### src/rtl/calc_operand_fsm_if.sv
// rtl/calc_operand_fsm_if.sv - switch/key/display bundle for the calculator front end
//
// Purpose: groups the operand entry inputs and display/status outputs of
// calc_operand_fsm into one interface.
// Ports (signals):
//   SW    [N-1:0]  operand switches, two's complement (master -> slave)
//   OP             function select, 0 = add, 1 = subtract (master -> slave)
//   KEY            raw active-low pushbutton (master -> slave)
//   DISP  [N-1:0]  signed value for the display stage (slave -> master)
//   OVF            signed overflow of the last computation (slave -> master)
//   DONE           one-cycle result-valid pulse (slave -> master)
//   STATE [1:0]    current FSM state (slave -> master)
interface calc_operand_fsm_if #(
  parameter int N = 8
);
  logic [N-1:0] SW;
  logic         OP;
  logic         KEY;
  logic [N-1:0] DISP;
  logic         OVF;
  logic         DONE;
  logic [1:0]   STATE;

  modport master (
    output SW, OP, KEY,
    input  DISP, OVF, DONE, STATE
  );

  modport slave (
    input  SW, OP, KEY,
    output DISP, OVF, DONE, STATE
  );
endinterface

### src/rtl/calc_operand_fsm.sv
// rtl/calc_operand_fsm.sv - operand entry FSM with key debounce for the 8-bit add/sub calculator
//
// Purpose: synchronizes and debounces the pushbutton, steps through operand
// A entry, operand B entry, compute and show, and drives the display value.
// Ports:
//   clk      system clock
//   reset_n  synchronous active-low reset
//   bus      calc_operand_fsm_if.slave: SW, OP, KEY in; DISP, OVF, DONE, STATE out
module calc_operand_fsm #(
  parameter int N         = 8,
  parameter int DB_CYCLES = 250000
) (
  input  logic                clk,
  input  logic                reset_n,
  calc_operand_fsm_if.slave   bus
);

  localparam int CW = $clog2(DB_CYCLES + 1);

  typedef enum logic [1:0] {
    S_A    = 2'd0,
    S_B    = 2'd1,
    S_CALC = 2'd2,
    S_SHOW = 2'd3
  } state_t;

  // Key path
  logic          sync1_q, sync1_d;
  logic          sync2_q, sync2_d;
  logic          level_q, level_d;
  logic          level_dly_q, level_dly_d;
  logic [CW-1:0] cnt_q, cnt_d;
  logic          press;

  // Datapath and control
  state_t        state_q, state_d;
  logic [N-1:0]  a_q, a_d;
  logic [N-1:0]  b_q, b_d;
  logic          op_q, op_d;
  logic [N-1:0]  r_q, r_d;
  logic [N-1:0]  disp_q, disp_d;
  logic          ovf_q, ovf_d;
  logic          done_q, done_d;
  logic [N-1:0]  result;

  // Debounce: the level only follows k_sync after DB_CYCLES consecutive
  // differing cycles; any agreeing cycle restarts the count.
  always_comb begin
    sync1_d     = bus.KEY;
    sync2_d     = sync1_q;
    level_d     = level_q;
    cnt_d       = '0;
    level_dly_d = level_q;
    if (sync2_q != level_q) begin
      if (cnt_q == CW'(DB_CYCLES - 1)) begin
        level_d = sync2_q;
        cnt_d   = '0;
      end else begin
        cnt_d = cnt_q + 1'b1;
      end
    end
  end

  // Falling edge of the debounced level only; release is ignored.
  assign press = level_dly_q & ~level_q;

  assign result = op_q ? (a_q - b_q) : (a_q + b_q);

  always_comb begin
    state_d = state_q;
    a_d     = a_q;
    b_d     = b_q;
    op_d    = op_q;
    r_d     = r_q;
    disp_d  = disp_q;
    ovf_d   = ovf_q;
    done_d  = 1'b0;
    case (state_q)
      S_A: begin
        disp_d = bus.SW;
        if (press) begin
          a_d     = bus.SW;
          state_d = S_B;
        end
      end
      S_B: begin
        disp_d = bus.SW;
        if (press) begin
          b_d     = bus.SW;
          op_d    = bus.OP;
          state_d = S_CALC;
        end
      end
      S_CALC: begin
        // DISP holds here; a press arriving in this cycle is dropped.
        r_d = result;
        if (op_q) begin
          ovf_d = (a_q[N-1] != b_q[N-1]) && (result[N-1] != a_q[N-1]);
        end else begin
          ovf_d = (a_q[N-1] == b_q[N-1]) && (result[N-1] != a_q[N-1]);
        end
        done_d  = 1'b1;
        state_d = S_SHOW;
      end
      S_SHOW: begin
        disp_d = r_q;
        if (press) begin
          ovf_d   = 1'b0;
          state_d = S_A;
        end
      end
      default: state_d = S_A;
    endcase
  end

  always_ff @(posedge clk) begin
    if (!reset_n) begin
      sync1_q     <= 1'b1;
      sync2_q     <= 1'b1;
      level_q     <= 1'b1;
      level_dly_q <= 1'b1;
      cnt_q       <= '0;
      state_q     <= S_A;
      a_q         <= '0;
      b_q         <= '0;
      op_q        <= 1'b0;
      r_q         <= '0;
      disp_q      <= '0;
      ovf_q       <= 1'b0;
      done_q      <= 1'b0;
    end else begin
      sync1_q     <= sync1_d;
      sync2_q     <= sync2_d;
      level_q     <= level_d;
      level_dly_q <= level_dly_d;
      cnt_q       <= cnt_d;
      state_q     <= state_d;
      a_q         <= a_d;
      b_q         <= b_d;
      op_q        <= op_d;
      r_q         <= r_d;
      disp_q      <= disp_d;
      ovf_q       <= ovf_d;
      done_q      <= done_d;
    end
  end

  assign bus.DISP  = disp_q;
  assign bus.OVF   = ovf_q;
  assign bus.DONE  = done_q;
  assign bus.STATE = state_q;

endmodule

### src/flat_wrapper.sv
// flat-port wrapper written by rule: the top's interface ports become plain ports
module calc_operand_fsm_flat 
#(
  parameter int N         = 8,
  parameter int DB_CYCLES = 250000
)
  (clk, reset_n, bus_SW, bus_OP, bus_KEY, bus_DISP, bus_OVF, bus_DONE, bus_STATE);
  calc_operand_fsm_if #(.N(N)) bus_i ();
  input  logic clk;
  input  logic reset_n;
  input wire logic [$bits(bus_i.SW)-1:0] bus_SW;
  input wire logic [$bits(bus_i.OP)-1:0] bus_OP;
  input wire logic [$bits(bus_i.KEY)-1:0] bus_KEY;
  output wire logic [$bits(bus_i.DISP)-1:0] bus_DISP;
  output wire logic [$bits(bus_i.OVF)-1:0] bus_OVF;
  output wire logic [$bits(bus_i.DONE)-1:0] bus_DONE;
  output wire logic [$bits(bus_i.STATE)-1:0] bus_STATE;
  assign bus_i.SW = bus_SW;
  assign bus_i.OP = bus_OP;
  assign bus_i.KEY = bus_KEY;
  assign bus_DISP = bus_i.DISP;
  assign bus_OVF = bus_i.OVF;
  assign bus_DONE = bus_i.DONE;
  assign bus_STATE = bus_i.STATE;
  calc_operand_fsm #(.N(N), .DB_CYCLES(DB_CYCLES)) u_core (.clk(clk), .reset_n(reset_n), .bus(bus_i));
endmodule
### config.mk
export PLATFORM = sky130hd
export DESIGN_NAME = calc_operand_fsm_flat
export DESIGN_NICKNAME = d
export VERILOG_FILES = /design/src/rtl/calc_operand_fsm_if.sv /design/src/rtl/calc_operand_fsm.sv /design/src/flat_wrapper.sv
export SDC_FILE = /design/constraint.sdc
export NUM_CORES = 1
export LEC_CHECK = 0
export BUFFER_PORTS_ARGS = -buffer_cell sky130_fd_sc_hd__buf_4
export CORE_UTILIZATION = 64
export DETAILED_ROUTE_END_ITERATION = 10
export MAX_ROUTING_LAYER = met4
export PLACE_DENSITY = 0.84
export SYNTH_ARGS = -nofsm -noshare
export SYNTH_HDL_FRONTEND = slang
export SYNTH_SLANG_ARGS = --single-unit
### constraint.sdc
create_clock -name clk -period 5.32 [get_ports clk]
set_input_delay 1.064 -clock clk [delete_from_list [all_inputs] [get_ports clk]]
set_output_delay 1.064 -clock clk [all_outputs]
set_load 0.005 [all_outputs]
* Word level (Yosys, flattened, before mapping)
Cells that the tools add are included.
** Storage, ports and cells
- RAM bits :: 0
- Memories :: 0
- Register bits after elaboration :: 59
- Word-level logic and storage cells :: 53
- Bits of input ports :: 12
- Memory bits (read-only) :: 0
- Bits in latches :: 0
- Output and inout port bits :: 12
** Cells by class
- Order comparisons :: 0
- Reductions and logical operators :: 12
- Divide/modulo/power cells :: 0
- Mux-type cells :: 10
- Equal/unequal tests :: 11
- Add/sub/neg operators :: 3
- Shift-type cells :: 0
- $mul :: 0
- Bitwise operators :: 4
** Operator list (number)
- 18-bit by 1-bit adder with 18-bit output (second input constant) :: 1
- 18-bit equality test (second input constant) :: 1
- 8-bit one-hot mux with 2 select lines :: 1
- 8-bit adder :: 1
- 8-bit two-way mux :: 1
- 2-bit one-hot mux with 4 select lines :: 1
- 2-bit AND reduction :: 4
- 8-bit subtractor :: 1
- 2-bit two-way mux :: 3
- 2-bit by 1-bit inequality test with 1-bit output (second input constant) :: 3
- 2-bit equality test (second input constant) :: 2
- 2-bit nonzero test :: 2
- 1-bit two-way mux :: 3
- 1-bit inequality test :: 3
- 1-bit NOT :: 3
- 3-bit AND reduction :: 1
- 3-bit OR reduction :: 1
- 2-bit by 1-bit equality test with 1-bit output (second input constant) :: 1
- 1-bit logical AND :: 2
- 2-bit zero test :: 1
- 1-bit one-hot mux with 2 select lines :: 1
- 2-bit OR reduction :: 1
- 1-bit bitwise AND :: 1
- 1-bit equality test :: 1

* Logic depth before layout (Yosys ltp)
Gate-level depths: netlist of run 1.
- Depth after elaboration :: 6
- Depth in mapped cells :: 11
- Depth with buffers taken out :: 11

* Least setup slack after synthesis of run 1
OpenSTA, ideal clock, no wires.
- Path kind :: register to register
- Start :: register u_core.b_q[0]
- End :: register u_core.ovf_q, in the netlist u_core.bus.OVF
- Arrival time :: 2.113 ns
- Setup time :: 0.117 ns
- Stages on the path, launching flop included :: 12
- Buffers on the path :: 0
- Setup slack :: 3.089 ns
- Required time :: 5.203 ns
- Clock period less this slack :: 2.231 ns
- Cell sequence :: dfxtp_1 -> inv_1 -> ha_1 -> nor3b_1 -> a21oi_1 -> xnor2_1 -> ha_1 -> a21oi_1 -> o21ai_0 -> a21oi_1 -> xnor3_1 -> a32o_1
** On the way
- Word-level cells in the longest chain between the ends :: 6
- Elaborated cells between the ends (all ways) :: 8
- Those cells by class :: add/sub: 2; eq/ne: 1; mux: 3; reduce/logical: 2
** RTL lines
- start: declaration :: line calc_operand_fsm.sv:38 : logic [N-1:0] b_q, b_d;
- start signal: assignment :: line calc_operand_fsm.sv:125 : b_q <= '0;
- start signal: assignment :: line calc_operand_fsm.sv:139 : b_q <= b_d;
- 8-bit adder or 8-bit subtractor (tied branches) :: line calc_operand_fsm.sv:67 : assign result = op_q ? (a_q - b_q) : (a_q + b_q);
- 8-bit two-way mux (*) :: line calc_operand_fsm.sv:67
- 1-bit inequality test (*) :: line calc_operand_fsm.sv:98, calc_operand_fsm.sv:100
- 1-bit logical AND (on tied branches) :: line calc_operand_fsm.sv:100, calc_operand_fsm.sv:98
- 1-bit two-way mux (*) :: line calc_operand_fsm.sv:97 : if (op_q) begin
- 1-bit one-hot mux with 2 select lines (*) :: line calc_operand_fsm.sv:78 : case (state_q)
- end signal: assignment :: line calc_operand_fsm.sv:143 : ovf_q <= ovf_d;
- end: declaration :: line calc_operand_fsm.sv:42 : logic ovf_q, ovf_d;
Mark *: on every way between the ends. The rest lies on a longest branch, timed or not.
A chain may end at the register's enable or synchronous reset.

* Final worst setup path of run 1
Same ends and word-level chain as after synthesis.

==> flow_summary.yaml, run 1 <==
global_route:
  grt_pass1_wl_um: 10300
  grt_use_total: 0.279
  grt_max_degree: 46
  grt_pass1_vias: 2239
  antenna_found_initial: 0
  grt-ovfl-total: 0
timing:
  finalMaxSlewViolations: 0
  fin_skew_ns: 0.00496
  rsz0062_at_grt: "no"
  setup_ws_ns: 2.75
  finalCritPeriodShare: 0.483
  timing.final.crit_period_ns: 2.57
  maxSlewHeadroom: 0.561
  setup_violations: 0
  hold_violations: 0
  setup_tns_ns: 0
  tightest_slew_ns: 0.658
  fmax_mhz: 389
placed_design:
  post-place-ws_ns: 2.82
  port_buffers: 23
  dp_hpwl_um: 4050
  gp_congestion: 0.884
logic_synthesis:
  syn-cell-area_sq_mm: 0.00293
  synth_cell_types: 41
  avgSynthCellArea_sq_um: 8.72
  synth.net_count: 363
  synth-edff-count: 0
  synth_area_leaders: "dfxtp_1 (40%), ha_1 (6.0%), nand2_1 (5.8%)"
  ys_warn_count: 0
  ys.flop_type: "dfxtp_1"
  synth_top_area_frac: 0.403
  synth_cells: 336
  ys_seq_area_frac: 0.403
  synth_seq_cells: 59
  async_flop_share: 0
  yosysTopAreaCell: "dfxtp_1"
worst_setup_path:
  path_cells: "inv_1 > ha_1 > nor3b_1 > a21oi_1 > xnor2_1 > ha_1 > a21oi_1 > o21ai_0 > a21oi_1 > xnor3_1 > a32o_1"
  start_kind: "flop"
  cp_common_cell: "a21oi_1"
  critical_path_arrival_ns: 2.80
  crit_path_end_kind: "flop"
  cp_max_fo: 5
  required_ns: 5.55
  critical_path_class: "reg -> reg"
  critPathSlowestCell: "ha_1"
  critPathMaxStageDelay_ns: 0.35
floorplan:
  die_h_um: 69.7
  core_sq_mm: 0.00438
  rows: 24
  die_width_um: 69.7
  die_area_sq_mm: 0.00485
  initial_core_util: 0.668
  io_pins: 24
finish:
  diodes: 0
  layout-drive-gt1-share: 0.109
  fill_cells: 349
  syn_to_final_growth_pct: 12.1
  nNetsFinal: 382
pwr:
  power_switching_mw: 0.234
  vdd_drop_max_mv: 0.262
  clock_power_share: 0.416
  internal_power_mw: 0.733
  combPwrFrac: 0.107
  power_leakage_nw: 1.20
  seq_power_share: 0.476
  netSwitchingFraction: 0.242
  power.density_mw_per_mm2: 295
drt:
  drtIter0Drc: 160
  remaining_drc_errors: 0
  vias_per_cell: 5.70
  vias: 2344
  detail_route.wirelength_um: 6020
  wl_per_cell_um: 14.6
  antenna_left: 0
  dr.pass1.iters: 4
cts:
  cts_tree: "yes"
  htreeDepth: 3
  clk_latency_ns: 0.34
  hold_buffers: 0
  root_buffer: "clkbuf_8"
  clk_pin_slew_ns: 0.06
  clk_path_buf_depth: 2
  cts_resized: 0
  cts.sink_count: 59
  numCtsBuffers: 9
  postCtsSetupBuffers: 0
worst_hold_path:
  hp-class: "reg -> reg"
job:
  drv_cap: 0
outcome:
  outcome: "finished, final reports clean"
==> synthesized netlist by cell type (all sizes together), types with 2 or more instances <==
| library cell | count |
|---|---|
| ha | 14 |
| xnor2 | 17 |
| nor4b | 2 |
| and2 | 9 |
| a21boi | 17 |
| nor3b | 2 |
| nor3 | 8 |
| nand2 | 45 |
| nand3 | 25 |
| a21o | 3 |
| nand2b | 3 |
| xor2 | 12 |
| o21ai | 10 |
| o211a | 2 |
| a31oi | 2 |
| buf | 4 |
| clkbuf | 12 |
| mux2i | 15 |
| a21oi | 8 |
| nor2 | 33 |
| nand4 | 4 |
| dfxtp | 59 |
| nor2b | 5 |
| inv | 11 |
==> layout make-up <==
type / count / area [sq um] / area share
tap: 52 / 65.1 / 0.0198
clock buffer: 13 / 159 / 0.0484
sequential: 59 / 1180 / 0.360
multi-input combinational: 250 / 1620 / 0.494
clock inverter: 2 / 35.0 / 0.0107
timing repair buffer: 24 / 180 / 0.0549
inverter: 11 / 41.3 / 0.0126
==> path summary, 6_finish.rpt <==
| path | end | start | depth (start not counted) | slack (ns) |
|---|---|---|---|---|
| worst max-delay path | u_core.bus.OVF$_SDFFE_PN0P_ | u_core.b_q[0]$_SDFFE_PN0P_ | 11 | 2.75 |
| worst min-delay path | u_core.sync2_q$_SDFF_PN1_ | u_core.sync1_q$_SDFF_PN1_ | 1 | 0.42 |
| worst max register to register | u_core.bus.OVF$_SDFFE_PN0P_ | u_core.b_q[0]$_SDFFE_PN0P_ | 11 | 2.75 |
| worst min register to register | u_core.sync2_q$_SDFF_PN1_ | u_core.sync1_q$_SDFF_PN1_ | 1 | 0.42 |
==> registers in the layout, summed over array words and instances (netlist names) <==
signal and count:
u_core.b_q 8, u_core.r_q 8, u_core.sync2_q 1, u_core.bus.DISP 8, u_core.level_dly_d 1, u_core.bus.STATE 2
u_core.sync1_q 1, u_core.a_q 8, u_core.bus.OVF 1, u_core.level_dly_q 1, u_core.bus.DONE 1, u_core.cnt_q 18
u_core.op_q 1
==> per-layer routing <==
layer | global-route usage | share of wire | up-vias
met2 | 0.409 | 0.45 | 70
li1 | - | - | 1169
met5 | - | 0 | -
met3 | 0.0581 | 0.062 | 14
met4 | 0.162 | 0.021 | 0
met1 | 0.355 | 0.47 | 1091
==> power by group through the flow <==
stage | logic, mW | clock network, mW | registers [mW]
after global placement | 0.0999 | 0 | 0.470
final | 0.104 | 0.403 | 0.461
after CTS | 0.103 | 0.409 | 0.461
after detailed placement | 0.102 | 0 | 0.471
after floorplan | 0.0633 | 0 | 0.471
after global routing | 0.115 | 0.422 | 0.463
==> through the flow <==
| step | power (mW) | instance area (sq um) | std cells | util | hold WS, ns |
|---|---|---|---|---|---|
| detailed placement | 0.573 | 3090 | 396 | 0.705 | 0.403 |
| finish | 0.968 | 3280 | 411 | 0.749 | 0.419 |
| global placement | 0.570 | 3090 | 396 | 0.705 | 0.392 |
| global route | 1.00 | 3280 | 411 | 0.749 | 0.451 |
| floorplan | 0.534 | 2930 | 336 | - | 0.386 |
| CTS | 0.973 | 3280 | 411 | 0.749 | 0.422 |
==> worst max-delay path: cells and delay by family (launching register included) <==
| family | cells | cell delay (ns) |
|---|---|---|
| XOR/XNOR | 2 | 0.42 |
| adder cells (fa/ha/maj) | 2 | 0.52 |
| flip-flops | 1 | 0.34 |
| AND/OR/NAND/NOR | 1 | 0.26 |
| AO/OA/AOI/OAI | 5 | 0.84 |
| buffers and inverters | 1 | 0.07 |
==> logic make-up after synthesis <==
| family | Yosys count | synth area share |
|---|---|---|
| simple gates | 143 | 0.234 |
| flops | 59 | 0.403 |
| buf+inv | 27 | 0.0427 |
| compound gates | 47 | 0.108 |
| mux | 15 | 0.0513 |
| fa+ha+maj | 15 | 0.0666 |
| xor+xnor | 30 | 0.0944 |
==> cells in the final DEF (no fill, tap or decap), types with 2 or more instances in the layout <==
cell / n
dfxtp_1: 59
nand2_1: 45
nor2_1: 33
nand3_1: 25
buf_4: 24
xnor2_1: 17
a21boi_0: 17
mux2i_1: 15
ha_1: 14
xor2_1: 12
inv_1: 11
clkbuf_8: 11
o21ai_0: 10
and2_1: 9
a21oi_1: 8
nor3_1: 6
nor2b_1: 5
nand4_1: 4
nand2b_1: 3
a21o_1: 3
nor3b_1: 2
nor3_2: 2
o211a_1: 2
a31oi_1: 2
nor4b_1: 2
clkbuf_1: 2
Note: power is estimated with default switching activity, not from simulation.
==> run 2, diff against run 1 <==
--- a/config.mk
+++ b/config.mk
@@ -6,10 +6,10 @@
 export NUM_CORES = 1
 export LEC_CHECK = 0
 export BUFFER_PORTS_ARGS = -buffer_cell sky130_fd_sc_hd__buf_4
-export CORE_UTILIZATION = 64
+export CORE_UTILIZATION = 59
 export DETAILED_ROUTE_END_ITERATION = 10
 export MAX_ROUTING_LAYER = met4
-export PLACE_DENSITY = 0.84
+export PLACE_DENSITY = 0.79
 export SYNTH_ARGS = -nofsm -noshare
 export SYNTH_HDL_FRONTEND = slang
 export SYNTH_SLANG_ARGS = --single-unit
==> constraint.sdc (replaced) <==
create_clock -name clk -period 2.4 [get_ports clk]
set_input_delay 0.48 -clock clk [delete_from_list [all_inputs] [get_ports clk]]
set_output_delay 0.48 -clock clk [all_outputs]
set_load 0.005 [all_outputs]
==> run 2 against run 1 <==
Net effect:
- maximum frequency rose by 13%
- sequential power rose by 120%
- global-route usage fell by 3.0 points
- power rose by 110%
- via count rose by 0.13%
- core utilization fell by 3.9 points
- die area rose by 8.2%
- critical endpoint unchanged
- first-iteration DRC count fell by 30%
- routed wire length fell by 1.8%
==> flow_summary.yaml, run 2 (synthesized netlist as in run 1, its figures left out) <==
pwr:
  power.density_mw_per_mm2: 611
  vdd_drop_max_mv: 0.382
  power_leakage_nw: 1.24
  total_power_mw: 2.06
floorplan:
  core_sq_mm: 0.00475
  die_area_sq_mm: 0.00525
  die_h_um: 72.5
  die_width_um: 72.5
  io_pins: 24
  initial_core_util: 0.616
  rows: 25
drt:
  antenna_left: 0
  vias: 2347
  met3_length_um: 326
  detail_route.wirelength_um: 5910
  dr.pass1.iters: 4
  wl_per_cell_um: 13.5
  highest_layer: "met4"
  route.met2.wl_um: 2640
  drt-met1-wl_um: 2800
  vias_per_cell: 5.37
  remaining_drc_errors: 0
  drtIter0Drc: 112
timing:
  fin_hold_ws_ns: 0.329
  finalCritPeriodShare: 0.950
  hold_violations: 0
  rsz0062_at_grt: "no"
  finalMaxSlewViolations: 0
  fmax_mhz: 439
  fin_skew_ns: 0.00951
  setup_tns_ns: 0
  timing.final.crit_period_ns: 2.28
  maxSlewHeadroom: 0.569
  tightest_slew_ns: 0.647
  setup_violations: 0
finish:
  nNetsFinal: 392
  fill_cells: 389
  largest_reg_flops: 18
  layout-drive-gt1-share: 0.149
  diodes: 0
  seq_area_sq_mm: 0.00118
  post-route-util: 0.711
  multiInputGateArea_sq_mm: 0.00164
  regMostFlops: "u_core.cnt_q"
  syn_to_final_growth_pct: 15.3
  final_common_cell: "dfxtp_1"
  final_cell_mix: "dfxtp_1 (58), nand2_1 (45), buf_4 (34)"
job:
  drv_cap: 0
worst_setup_path:
  cp_max_fo: 5
  start_kind: "flop"
  critical_path_arrival_ns: 2.52
  critical_path_class: "reg -> reg"
  crit_path_end_kind: "flop"
  required_ns: 2.63
global_route:
  grt_use_total: 0.249
  grt_max_degree: 46
  grt_pass1_wl_um: 9630
  antenna_found_initial: 0
  grt_pass1_vias: 2136
  grt-ovfl-total: 0
cts:
  htreeDepth: 3
  clk_latency_ns: 0.34
  cts.sink_count: 59
  clk_path_buf_depth: 2
  root_buffer: "clkbuf_8"
  cts_tree: "yes"
  numCtsBuffers: 9
  clk_pin_slew_ns: 0.07
  hold_buffers: 0
placed_design:
  port_buffers: 23
  gp_congestion: 0.841
  dp_hpwl_um: 4110
worst_hold_path:
  hp-class: "in -> reg"
outcome:
  outcome: "finished, final reports clean"
==> run 2: cell count changes in the layout (fill, tap and decap cells not counted), sizes merged <==
cell / before / now
clkinv: 1 / 2
clkbuf: 13 / 12
buf: 24 / 34
bufinv: 1 / 0
clkinvlp: 0 / 2
==> run 2: final timing paths <==
kind	from	end	slack [ns]	cells after the start
min	bus_KEY	u_core.sync1_q$_SDFF_PN1_	0.33	2
max reg2reg	u_core.b_q[1]$_SDFFE_PN0P_	u_core.bus.OVF$_SDFFE_PN0P_	0.12	11
max	u_core.b_q[1]$_SDFFE_PN0P_	u_core.bus.OVF$_SDFFE_PN0P_	0.12	11
min reg2reg	u_core.sync1_q$_SDFF_PN1_	u_core.sync2_q$_SDFF_PN1_	0.42	1
==> run 2: critical path, stage by stage (launching register included) <==
cell	delay (ns)
dfxtp_2	0.35
inv_1	0.04
ha_1	0.18
nor3b_2	0.16
nor2_1	0.15
xnor2_1	0.10
ha_1	0.36
a21oi_1	0.15
o21ai_1	0.08
a21oi_2	0.16
xnor3_1	0.24
a32o_1	0.20
==> run 2: per-stage QoR <==
step | instance area (sq um) | setup slack [ns] | std cells
3_3_place_gp | 3150 | 0.0984 | 416
5_1_grt | 3380 | 0.0227 | 437
6_report | 3380 | 0.120 | 437
3_5_place_dp | 3150 | 0.00451 | 416
4_1_cts | 3330 | 0.0390 | 432
2_1_floorplan | 2930 | 0.169 | 336
==> run 2: layout make-up <==
class / count / area share
multi-input cells: 250 / 0.484
well taps: 67 / 0.0248
clock inverters: 4 / 0.00741
inverters: 11 / 0.0122
repair buffers: 34 / 0.0756
clock buffers: 12 / 0.0459
flip-flops and latches: 59 / 0.350
==> run 2: what timing repair did <==
action                     4_1_cts  5_1_grt
pin swaps                        0        5
buffers inserted                 0        5
cloned                           0        0
gates resized for setup          2        3
setup endpoints to repair        1        2
==> run 2: report_power, final <==
group | internal (mW) | total [mW] | switching (mW)
Combinational | 0.101 | 0.235 | 0.134
Clock | 0.427 | 0.807 | 0.380
Sequential | 1.00 | 1.02 | 0.0175
Total | 1.53 | 2.06 | 0.532
==> run 2: metal layers <==
metal | GRT usage | up-vias
met5 | - | -
met4 | 0.115 | 0
met3 | 0.0764 | 16
met2 | 0.369 | 65
met1 | 0.310 | 1078
li1 | - | 1188
